### src/rtl/bcd_serial_adder_ctrl.sv
// Digit-serial packed-BCD adder: one 1-digit add-and-correct slice is reused
// for every digit, least significant digit first, one digit per clock.
module bcd_serial_adder_ctrl #(
    parameter int DIGITS = 3
) (
    input  logic                clk,
    input  logic                rst_n,
    input  logic                start,
    input  logic [4*DIGITS-1:0] a,
    input  logic [4*DIGITS-1:0] b,
    input  logic                cin,
    output logic                busy,
    output logic                done,
    output logic [4*DIGITS-1:0] s,
    output logic                cout,
    output logic                err,
    output logic [1:0]          dbg_state
);
    localparam int W  = 4 * DIGITS;
    localparam int CW = (DIGITS > 1) ? $clog2(DIGITS) : 1;

    // Handshake: start is sampled only in IDLE and never queued; busy is high
    // for exactly DIGITS cycles, then done pulses for one cycle with s/cout/err
    // valid. busy and done are never high together.
    typedef enum logic [1:0] {
        S_IDLE = 2'd0,
        S_ADD  = 2'd1,
        S_DONE = 2'd2
    } state_t;

    state_t          r_state;
    state_t          w_next;
    logic [W-1:0]    r_a;
    logic [W-1:0]    r_b;
    logic [W-1:0]    r_acc;
    logic [CW-1:0]   r_cnt;
    logic            r_c;
    logic            r_err_sticky;
    logic [W-1:0]    r_s;
    logic            r_cout;
    logic            r_err;

    logic [3:0]      w_ak;
    logic [3:0]      w_bk;
    logic [4:0]      w_t;
    logic [4:0]      w_u;
    logic            w_bad;
    logic            w_last;
    logic [W-1:0]    w_acc_next;

    assign w_ak   = r_a[3:0];
    assign w_bk   = r_b[3:0];
    assign w_t    = {1'b0, w_ak} + {1'b0, w_bk} + {4'b0000, r_c};
    // The +6 correction wraps modulo 32, which also defines invalid-digit results.
    assign w_u    = (w_t > 5'd9) ? (w_t + 5'd6) : w_t;
    assign w_bad  = (w_ak > 4'd9) || (w_bk > 4'd9);
    assign w_last = (r_cnt == CW'(DIGITS - 1));

    generate
        if (DIGITS > 1) begin : g_multi
            assign w_acc_next = {w_u[3:0], r_acc[W-1:4]};
        end else begin : g_single
            assign w_acc_next = w_u[3:0];
        end
    endgenerate

    always_ff @(posedge clk or negedge rst_n) begin
        if (!rst_n) begin
            r_state <= S_IDLE;
        end else begin
            r_state <= w_next;
        end
    end

    always_comb begin
        w_next = r_state;
        busy   = 1'b0;
        done   = 1'b0;
        case (r_state)
            S_IDLE: begin
                if (start) begin
                    w_next = S_ADD;
                end
            end
            S_ADD: begin
                busy = 1'b1;
                if (w_last) begin
                    w_next = S_DONE;
                end
            end
            S_DONE: begin
                done   = 1'b1;
                w_next = S_IDLE;
            end
            default: begin
                w_next = S_IDLE;
            end
        endcase
    end

    // Results are loaded on the edge that enters DONE so they are valid with done.
    always_ff @(posedge clk or negedge rst_n) begin
        if (!rst_n) begin
            r_a          <= '0;
            r_b          <= '0;
            r_acc        <= '0;
            r_cnt        <= '0;
            r_c          <= 1'b0;
            r_err_sticky <= 1'b0;
            r_s          <= '0;
            r_cout       <= 1'b0;
            r_err        <= 1'b0;
        end else begin
            case (r_state)
                S_IDLE: begin
                    if (start) begin
                        r_a          <= a;
                        r_b          <= b;
                        r_c          <= cin;
                        r_cnt        <= '0;
                        r_acc        <= '0;
                        r_err_sticky <= 1'b0;
                    end
                end
                S_ADD: begin
                    r_a          <= r_a >> 4;
                    r_b          <= r_b >> 4;
                    r_acc        <= w_acc_next;
                    r_c          <= w_u[4];
                    r_err_sticky <= r_err_sticky | w_bad;
                    if (w_last) begin
                        r_s    <= w_acc_next;
                        r_cout <= w_u[4];
                        r_err  <= r_err_sticky | w_bad;
                    end else begin
                        r_cnt <= r_cnt + CW'(1);
                    end
                end
                default: begin
                end
            endcase
        end
    end

    assign s         = r_s;
    assign cout      = r_cout;
    assign err       = r_err;
    assign dbg_state = r_state;
endmodule

### config.mk
export PLATFORM = sky130hd
export DESIGN_NAME = bcd_serial_adder_ctrl
export DESIGN_NICKNAME = d
export VERILOG_FILES = /design/src/rtl/bcd_serial_adder_ctrl.sv
export SDC_FILE = /design/constraint.sdc
export NUM_CORES = 1
export LEC_CHECK = 0
export CORE_ASPECT_RATIO = 1.1
export CORE_MARGIN = 4
export CORE_UTILIZATION = 52
export CTS_CLUSTER_DIAMETER = 50
export DETAILED_ROUTE_END_ITERATION = 12
export GPL_TIMING_DRIVEN = 1
export PLACE_DENSITY_LB_ADDON = 0.05
export SLEW_MARGIN = 20
export SYNTH_ARGS = -nofsm -noshare
export SYNTH_HDL_FRONTEND = slang
export SYNTH_SLANG_ARGS = --single-unit
### constraint.sdc
create_clock -name clk -period 3.2 [get_ports clk]
set_clock_uncertainty 0.1 [all_clocks]
set_input_delay 0.32 -clock clk [delete_from_list [all_inputs] [get_ports clk]]
set_output_delay 0.32 -clock clk [all_outputs]
set_load 0.05 [all_outputs]
## After elaboration in Yosys (flattened, before gate mapping)

Cells that the tools add are included.
W data, S select, Z words.

- Add/sub/neg operators: 4
- Order comparisons: 3
- Eq/ne operators: 6
- Mux-type cells: 19
- Bitwise operators: 1
- Reduce and logical (&&, ||, !) cells: 7

Operators by type and width:

| cell | count |
|---|---|
| $pmux W12 S2 | 3 |
| $mux W12 | 3 |
| $gt A4 B4 Y1 const B | 2 |
| $mux W2 | 4 |
| $pmux W2 S2 | 2 |
| $ne A2 B2 Y1 const B | 3 |
| $reduce_and A2 Y1 | 3 |
| $add A4 B4 Y5 | 1 |
| $add A5 B1 Y5 | 1 |
| $add A5 B3 Y5 const B | 1 |
| $gt A5 B4 Y1 const B | 1 |
| $mux W5 | 1 |
| $eq A2 B2 Y1 const B | 2 |
| $mux W1 | 4 |
| $pmux W1 S2 | 2 |
| $reduce_and A3 Y1 | 1 |
| $add A2 B1 Y2 const B | 1 |
| $eq A2 B1 Y1 const B | 1 |
| $logic_not A2 Y1 | 1 |
| $reduce_bool A2 Y1 | 1 |
| $logic_or A1 B1 Y1 | 1 |
| $or A1 B1 Y1 | 1 |

- Bits in registers: 56
- Input port bits: 28
- Output and inout port bits: 18
- Logic and storage cells: 50

## Logic depth before layout (Yosys ltp)

- Depth in word-level cells: 5
- Gate-level depth with buffers: 8

## Worst setup path before layout

OpenSTA, ideal clock, no wires.

- Kind: flip-flop to flip-flop
- Start point: register r_a[0]
- End point: register r_acc[10]
- Data arrival time: 2403 ps
- Data required time: 2972 ps
- Path slack: 568 ps
- Cell stages (with the launch flop): 9
- Clock period less this slack: 2632 ps
- Cell sequence: dfrtp_1 -> fa_1 -> fa_1 -> xor2_1 -> inv_2 -> ha_1 -> o311a_2 -> a21oi_1 -> o21ai_1

- Cells in the longest elaborated chain, start to end: 5
- Elaborated cells between the ends (all ways): 6
- Those cells by class: add/sub: 3; order compare: 1; mux: 2

RTL lines:

| what | line | text |
|---|---|---|
| from (decl) | 33 | `logic [W-1:0] r_a;` |
| from (signal assigned) | 126 | `r_a <= r_a >> 4;` |
| $add A4 B4 Y5 (*) | 53 | `assign w_t = {1'b0, w_ak} + {1'b0, w_bk} + {4'b0000, r_c};` |
| $add A5 B1 Y5 (*) | 53 |  |
| $add A5 B3 Y5 or $gt A5 B4 Y1 (tied branches) | 55 | `assign w_u = (w_t > 5'd9) ? (w_t + 5'd6) : w_t;` |
| $mux W5 (*) | 55 |  |
| $pmux W12 S2 (*) | 114 | `case (r_state)` |
| to (signal assigned) | 128 | `r_acc <= w_acc_next;` |
| to (decl) | 35 | `logic [W-1:0] r_acc;` |

Mark *: on every way between the ends. The rest lies on a longest branch, timed or not.
A chain may end at the register's enable or synchronous reset.

## Worst setup path after layout

- Start point: register r_a[0]
- End point: register r_s[9] (netlist: s[9])

- Cells in the longest elaborated chain, start to end: 4
- Elaborated cells between the ends (all ways): 5
- Those cells by class: add/sub: 3; order compare: 1; mux: 1

RTL lines:

| what | line | text |
|---|---|---|
| $add A4 B4 Y5 (*) | 53 |  |
| $add A5 B1 Y5 (*) | 53 |  |
| $add A5 B3 Y5 or $gt A5 B4 Y1 (tied branches) | 55 |  |
| $mux W5 (*) | 55 |  |
| to (signal assigned) | 132 | `r_s <= w_acc_next;` |
| to (decl) | 39 | `logic [W-1:0] r_s;` |

Marks and branches as above.

==> summary.txt <==
Yosys
  – Seq/Total Area, Yosys: 53.1%
  – Synthesized area: 2450 sq um
  – Mapped Cells: roughly 230
  – Post-synth cell types: 34
  – Synthesized area per cell: 10.7 sq um
  – Syn Nets: 263
  – Ys flop type: dfrtp_1
  – Synthesis Warnings: 0
  – Post-synth EDFFs: 0
  – Ys async rst share: 100%
  – Register bit count reported by yosys: 52

Clock network
  – CTS clk-pin slew, worst paths: 90 ps
  – Clk Latency, worst-skew pair: 310 ps
  – Hold buffer count at cts: 1
  – TritonCTS clock tree: built
  – Total setup buffers inserted after CTS: 0
  – Root buf cell: clkbuf_8
  – CTS Buffer Depth: 2
  – Max H-tree Level: 2
  – Post-cts resize count: 0
  – CTS buffer count: 5
  – CTS sink cnt: 52

Placed design
  – Hpwl dp: approximately 3600 um
  – I/O Buffers: 45
  – Worst slack at placement: 362 ps
  – GPL Wtd Cong: between 0.8 and 0.9

Finish
  – Ant diodes: 0
  – Layout Utilization: just under 70%
  – Syn-to-layout area delta: 25.2%
  – Share of cells above drive strength 1: 13.3%
  – Fin nets: 312
  – Fillers: 350

Route
  – Detail Route Antenna Nets: 0
  – Routed len/inst: 15.3 um
  – Drc violations: 0
  – Final WL: 5060 um
  – Vias per cell: approximately 5.5
  – DR vias: between 1500 and 2000
  – TritonRoute pass-1 iters: 4
  – Iter 0 DRT Violations: around 110

STA
  – Fin Hold WS: between 300 and 400 ps
  – Post-route setup TNS: 0 ps
  – Minimum clock period: 2850 ps
  – RSZ-0062 raised after global routing: no
  – PnR worst setup slack: 353 ps
  – Fin. Hold Viols: 0
  – Max Clock Freq: 351 MHz
  – Count of final setup violators: 0
  – Slew Limit Fails: 0
  – Slew @ Worst Pin: 520 ps
  – Rel. slew slack: 65.2%
  – Fin crit share: 89.0%

Setup path
  – Crit Path Category: reg2reg
  – Worst-path fanout max: 6
  – Slowest cell delay on critical path: approximately 490 ps
  – Arrival time worst endpoint: 2930 ps
  – Critical path cell sequence: fa_1 > fa_1 > xor2_1 > inv_2 > ha_1 > o311a_2 > a21oi_1 > o21ai_1
  – Worst Path Required: approximately 3300 ps
  – Critical-path top delay cell: fa_1
  – CP startpoint kind: register
  – Crit. End Element: register
  – Most used cell, CP: fa_1

Floorplanning
  – Die width: between 70 and 80 um
  – Die area: 5870 sq um
  – Core box area: 4410 sq um
  – # rows: 25
  – Die height: 80.0 um
  – Initial Util: 55.5%
  – Io pins: 46

GRT
  – Antenna violations before repair: 0
  – Grt total ovfl: 0
  – First-pass GRT wire length: 8390 um
  – Pin count of the biggest net entering global routing: 35
  – GRT Total Usage: 18.5%
  – Vias in the first global route: 1775

Power and ir drop
  – Maximum vdd drop: 0.000504 V
  – Total power: 3.62 mW
  – Leak Pwr: about 1.4 nW
  – PD cells: 1180 nW/um^2

Hold path
  – Hold/Removal Path Class: in2async

Flow run
  – Maxcap violations: 0

Outcome
  – Status: finished, final reports clean
==> cell type report <==
class / count / area (sq um) / share of cell area [%]
Timing Repair Buffer: 53 / 508 / 16.6
Clock inverter: 2 / 10.0 / 0.326
Sequential cell: 52 / 1300 / 42.4
Tap cell: 54 / 67.6 / 2.20
Inverter: 9 / 33.8 / 1.10
Multi-Input combinational cell: 156 / 1060 / 34.7
Clock buffer: 6 / 82.6 / 2.69
==> logic make-up after synthesis <==
kind of cell,count (synthesis),synth area share (%)
buffers and inverters,20,3.63
AOI/OAI and AO/OA,65,16.8
adders and majority gates,7,4.19
xor gates and xnor gates,1,0.358
muxes,26,11.1
and+or+nand+nor,57,10.8
DFF,52,53.1
==> metal layers <==
layer / global-route usage [%] / vias up / wire (um) / share of wire, %
li1: - / 890 / - / -
met1: 22.6 / 878 / 2210 / 44
met2: 32.4 / 43 / 2570 / 51
met3: 3.65 / 4 / 237 / 4.7
met4: 5.43 / 0 / 46 / 0.91
met5: 0 / - / 0 / 0
==> worst paths after layout <==
check / from / to / cells past startpoint / slack, ps
min in group clk: r_a[4] / r_a[4] / 2 / 390
hold reg to reg: r_a[4] / r_a[4] / 2 / 390
setup / recovery: r_a[0] / s[9] / 8 / 350
hold / removal: rst_n / s[11] / 2 / 370
max in group asynchronous: rst_n / r_b[4] / 3 / 1850
setup reg to reg: r_a[0] / s[9] / 8 / 350
==> registers in the layout, indices dropped and copies added, names as in the netlist <==
signal	count
r_cnt	2
r_b	12
r_acc	8
err	1
dbg_state	2
r_err_sticky	1
s	12
r_c	1
r_a	12
cout	1
==> layout by cell type (no fill, tap or decap), types with 3 or more instances in the layout <==
cell and n:
mux2_2 9, a22o_1 5, buf_4 7, inv_1 7, nand2_1 36, o21ai_0 29
a21oi_1 13, clkdlybuf4s50_1 44, mux2i_1 17, nand3_1 3, ha_1 5, o21ai_1 7
clkbuf_8 6, dfrtp_1 52, nor2b_1 11
==> critical path, delay by kind of cell (launching register included) <==
family | cells | cell delay [ps]
XOR/XNOR | 1 | 270
buffers and inverters | 1 | 70
flip-flops | 1 | 410
AO/OA/AOI/OAI | 3 | 690
adder cells (fa/ha/maj) | 3 | 1190
==> power by group <==
part           internal (mW)  switching [mW]
clock network          0.173           0.211
registers              0.936           0.164
logic                  0.872            1.27
==> cells in the mapped netlist (all sizes together), types with 3 or more instances <==
cell    number  area [sq um]
buf          4          28.8
a21oi       13          65.1
mux2         9           101
nand2       37           141
nor2b       11          68.8
mux2i       17           170
a22o         5          43.8
inv          9          33.8
nand3        3          15.0
ha           5          62.6
clkbuf       7          26.3
o21ai       36           180
dfrtp       52          1300
==> stage by stage <==
stage | cell area, sq um | cells
global placement | 2960 | 323
global route | 3070 | 332
finish | 3070 | 332
floorplan | 2450 | 228
detailed placement | 2960 | 323
CTS | 3070 | 332
(Power assumes the default switching activity.)
